`config.mk`:
```
export PLATFORM = sky130hd
export DESIGN_NAME = sd_mirror_fifo
export DESIGN_NICKNAME = d
export VERILOG_FILES = /design/src/rtl/sd_mirror_fifo.sv
export SDC_FILE = /design/constraint.sdc
export NUM_CORES = 1
export LEC_CHECK = 0
export CORE_ASPECT_RATIO = 0.8
export CORE_MARGIN = 2
export CORE_UTILIZATION = 59
export CTS_BUF_LIST = sky130_fd_sc_hd__clkbuf_8
export DETAILED_ROUTE_END_ITERATION = 7
export PLACE_DENSITY_LB_ADDON = 0.05
export SKIP_CTS_REPAIR_TIMING = 1
export SYNTH_ARGS = -nofsm -noshare
export SYNTH_HDL_FRONTEND = slang
export SYNTH_SLANG_ARGS = --single-unit
```
`constraint.sdc`:
```
create_clock -name clk -period 12.8 [get_ports clk]
set_input_delay 1.28 -clock clk [delete_from_list [all_inputs] [get_ports clk]]
set_output_delay 1.28 -clock clk [all_outputs]
set_load 0.01 [all_outputs]
```
`src/rtl/sd_mirror_fifo.sv`:
```
// Buffered mirrored fork: each accepted item goes to a masked subset of outputs,
// and each output drains a shared buffer independently of the others.
module sd_mirror_fifo #(
  parameter int mirror = 2,
  parameter int width  = 128,
  parameter int depth  = 4,
  parameter int asz    = $clog2(depth)
) (
  input  logic                    clk,
  input  logic                    reset,
  input  logic                    c_srdy,
  output logic                    c_drdy,
  input  logic [width-1:0]        c_data,
  input  logic [mirror-1:0]       c_dst_vld,
  output logic [mirror-1:0]       p_srdy,
  input  logic [mirror-1:0]       p_drdy,
  output logic [mirror*width-1:0] p_data,
  output logic [asz:0]            usage
);

  localparam logic [asz:0] FullCount = (asz+1)'(depth);

  logic [width-1:0]  memData [depth];
  logic [mirror-1:0] pendQ   [depth];
  logic [mirror-1:0] pendD   [depth];
  logic [asz:0]      optrQ   [mirror];
  logic [asz:0]      optrD   [mirror];
  logic [asz-1:0]    outIdx  [mirror];
  logic [asz:0]      wrPtrQ, wrPtrD;
  logic [asz:0]      rdPtrQ, rdPtrD;
  logic [asz:0]      count;
  logic [mirror-1:0] outValid, outAdv, outXfer, outPastRd;
  logic [mirror-1:0] wrMask;
  logic              doWrite, doRetire;

  assign count   = wrPtrQ - rdPtrQ;
  assign usage   = count;
  assign c_drdy  = (count != FullCount);
  assign doWrite = c_srdy & c_drdy;
  assign wrMask  = (c_dst_vld == '0) ? '1 : c_dst_vld;

  // Each output walks its own pointer; entries not destined for it are skipped.
  for (genvar k = 0; k < mirror; k++) begin : g_out
    assign outIdx[k]                 = optrQ[k][asz-1:0];
    assign outValid[k]               = (optrQ[k] != wrPtrQ);
    assign p_srdy[k]                 = outValid[k] & pendQ[outIdx[k]][k];
    assign p_data[k*width +: width]  = memData[outIdx[k]];
    assign outXfer[k]                = p_srdy[k] & p_drdy[k];
    assign outAdv[k]                 = outValid[k] & (~pendQ[outIdx[k]][k] | p_drdy[k]);
    assign outPastRd[k]              = (optrQ[k] != rdPtrQ);
  end

  assign doRetire = (count != '0) && (pendQ[rdPtrQ[asz-1:0]] == '0) && (&outPastRd);

  always_comb begin
    pendD  = pendQ;
    wrPtrD = wrPtrQ + {{asz{1'b0}}, doWrite};
    rdPtrD = rdPtrQ + {{asz{1'b0}}, doRetire};
    for (int k = 0; k < mirror; k++) begin
      optrD[k] = optrQ[k] + {{asz{1'b0}}, outAdv[k]};
      if (outXfer[k]) pendD[outIdx[k]][k] = 1'b0;
    end
    // A write never lands on an entry still being read, since the buffer is not full.
    if (doWrite) pendD[wrPtrQ[asz-1:0]] = wrMask;
  end

  always_ff @(posedge clk) begin
    if (reset) begin
      wrPtrQ <= '0;
      rdPtrQ <= '0;
      for (int k = 0; k < mirror; k++) optrQ[k] <= '0;
      for (int d = 0; d < depth; d++) pendQ[d] <= '0;
    end else begin
      wrPtrQ <= wrPtrD;
      rdPtrQ <= rdPtrD;
      for (int k = 0; k < mirror; k++) optrQ[k] <= optrD[k];
      for (int d = 0; d < depth; d++) pendQ[d] <= pendD[d];
    end
  end

  always_ff @(posedge clk) begin
    if (doWrite) memData[wrPtrQ[asz-1:0]] <= c_data;
  end

endmodule

```
==> results_dict.tcl <==
set metrics [dict create \
    status "completed" \
    nets 1543 \
    combinationalPowerShare_pct 38.9 \
    slew_headroom_pct 28.0 \
    synth_top_cells_by_count "512 x edfxtp_1, 259 x mux4_2, 35 x buf_2" \
    cts_buffers 80 \
    tritoncts "yes" \
    synth_cells 973 \
    critical_path_required_ns 11.52 \
    yosys.area.top_type "edfxtp_1" \
    post-dp-hpwl_microns 32600 \
    portBuffers 396 \
    synthesis.area_sq_mm 0.0227 \
    die_area_sq_mm 0.0401 \
    synth_xor_area_share_pct 0.721 \
    drt_pass1_iterations 4 \
    synth_warnings 0 \
    clk_pin_slew_ns 0.06 \
    finalCriticalPeriod_ns 5.83 \
    vias_per_cell 6.20 \
    grt_pass1_wl_microns 77700 \
    die_x_microns 223 \
    gr-usage-all-layers_pct 26.2 \
    ys_seq_elements 532 \
    holdCritPathClass "reg2reg" \
    worst_pin_slew_ns 1.08 \
    syn_to_final_growth_pct 26.0 \
    switching_share_pct 29.8 \
    hold_end "pendQ[1]$_SDFF_PP0_" \
    drc 0 \
    synth.area.top_cells "edfxtp_1 68%, mux4_2 26%, dfxtp_1 1.8%" \
    r2r-start "wrPtrQ[0]$_SDFF_PP0_" \
    min_period_over_period_pct 45.5 \
    maxCapViolations 0 \
    synthAdderAreaFrac_pct 0.583 \
    setup_slack_ns 6.97 \
    internal_power_w 0.00395 \
    cp_max_fo 49 \
    synthArstFlopShare_pct 0 \
    num_vias 12200 \
    power_frac_clock_pct 22.2 \
    num_rows 64 \
    clockRootBuffer "clkbuf_8" \
    ant_nets 0 \
    layout-drive-gt1-share_pct 26.0 \
    rsz0062_at_grt "no" \
    clock_skew_ns 0.0183 \
    ir_drop_v 0.000124 \
    synth_top_family_by_area "multiplexers" \
    met3_usage_pct 8.48 \
    routabilityCongestion 0.805 \
    ys_seq_area_share_pct 69.4 \
    synth_top_flop_cell "edfxtp_1" \
    core_sq_mm 0.0381 \
    die_y_microns 180 \
    p_leak_nw 9.05 \
    yosysUniqueCellTypes 31 \
    hold_path_depth 2 \
    ios 397 \
    synth_compound_area_share_pct 1.16 \
    first_iter_violations 865 \
    syn_avg_cell_area_sq_um 23.4 \
    fill_cells 2142 \
    hold_viol 0 \
    synth_nets 1118 \
    rr_endpoint "memData[1][99]$_DFFE_PP_" \
    setup_viol 0 \
    cts_max_path_buffers 3 \
    grt_max_degree 109 \
    synthMuxAreaShare_pct 25.7 \
    use_met2_pct 40.7 \
    reg2reg_slack_ns 8.63 \
    preCtsSetupSlack_ns 7.46 \
    wl_per_cell_microns 26.3 \
    insertion_delay_ns 0.63 \
    yosysTopAreaCellShare_pct 67.6 \
    whs_ns 0.483 \
    ctsHtreeMaxLevel 3 \
    grt_pass1_vias 12700 \
    cp_data_arrival_time_ns 4.55 \
    power_w 0.00563 \
    grt_overflow 0 \
    start_util_pct 59.7 \
    critPathCaptureType "primary output" \
    synth-simple-area-share_pct 0.902 \
    seqPwrFrac_pct 38.9 \
    clock_sink_count 532 \
    worst-setup-path-type "reg2out" \
    fmax_mhz 172 \
    worstSetupStartpointType "register" \
    synth-edff-count 512 \
    busiest_layer "met2" \
    antenna_found_initial 11 \
    reg2reg_depth 6 \
    wl_microns 51600 \
    worstHoldStart "pendQ[1]$_SDFF_PP0_" \
    synth_most_common_cell "edfxtp_1" \
    grt_use_met1_pct 35.5 \
    pwr_density_cell_mw_per_mm2 197 \
    tns_ns 0 \
    slew_violations 0 \
    p_switching_w 0.00168 \
]
-- state kept, by name, summed over array words and instances (netlist names) --
name / cells
wrPtrQ: 3
pendQ: 8
memData: 512
optrQ: 6
rdPtrQ: 3
-- cell type report --
class / instances / area (sq um) / area share [%]
timing repair buffer: 410 / 4080 / 14.3
sequential: 532 / 15800 / 55.1
clock inverter: 59 / 268 / 0.935
tap: 495 / 619 / 2.16
multi-input combinational: 356 / 6630 / 23.1
antenna: 7 / 17.5 / 0.0612
inverter: 18 / 67.6 / 0.236
clock buffer: 85 / 1170 / 4.08
-- layer usage --
| metal | share of wire (%) | vias up |
|---|---|---|
| met2 | 49 | 479 |
| met4 | 3.0 | 8 |
| li1 | - | 5168 |
| met3 | 8.7 | 104 |
| met1 | 39 | 6411 |
| met5 | 0.11 | - |
-- cell families after synthesis --
group,Yosys count
mux,259
compound gates,33
simple gates,37
buf+inv,85
xor+xnor,17
flops,532
fa+ha+maj,10
-- cells in the final DEF, fill, tap and decap left out, types with 6 or more instances in the layout --
cell | netlist | final
edfxtp_1 | 512 | 512
o2111ai_1 | 8 | 8
clkbuf_8 | 0 | 85
buf_4 | 1 | 13
clkinv_2 | 0 | 7
o41ai_1 | 8 | 8
nor2_1 | 9 | 9
ha_1 | 9 | 9
diode_2 | 0 | 7
clkdlybuf4s50_1 | 0 | 396
nor2b_1 | 10 | 10
clkinv_1 | 0 | 20
mux4_2 | 259 | 259
inv_1 | 17 | 45
nand3_1 | 6 | 6
xnor2_1 | 16 | 16
dfxtp_1 | 20 | 16
-- how the worst max path moves through the flow --
stage                                 startpoint  slack, ns                       to  cells past startpoint
final                     optrQ[0][3]$_SDFF_PP0_       6.97              p_data[252]                      4
after global routing      optrQ[0][3]$_SDFF_PP0_       6.53              p_data[247]                      4
after CTS                 optrQ[0][3]$_SDFF_PP0_       6.74              p_data[154]                      4
after detailed placement  optrQ[0][3]$_SDFF_PP0_       7.46              p_data[154]                      4
after global placement    optrQ[0][3]$_SDFF_PP0_       7.47              p_data[247]                      4
after floorplan             wrPtrQ[0]$_SDFF_PP0_       7.54  memData[0][0]$_DFFE_PP_                      7
-- power by group through the flow --
stage                     combinational [W]  sequential (W)  clock, W
after global routing                0.00230         0.00221   0.00135
after CTS                           0.00222         0.00219   0.00128
after floorplan                     0.00124         0.00213         0
final                               0.00219         0.00219   0.00125
after global placement              0.00220         0.00222         0
after detailed placement            0.00221         0.00223         0
-- stage by stage --
step	area, sq um	utilization, %	cells
finish	28600	75.1	1962
detailed placement	27200	71.3	1811
global route	28600	75.1	1961
floorplan	22700	-	973
CTS	28600	75.1	1955
global placement	27200	71.3	1811
-- critical path, stage by stage, from the launching register on --
cell and delay, ns:
dfxtp_4 0.94, buf_4 0.85, buf_4 0.86, mux4_2 0.61
clkdlybuf4s50_1 0.54
Note: power is estimated with default switching activity, not from simulation.
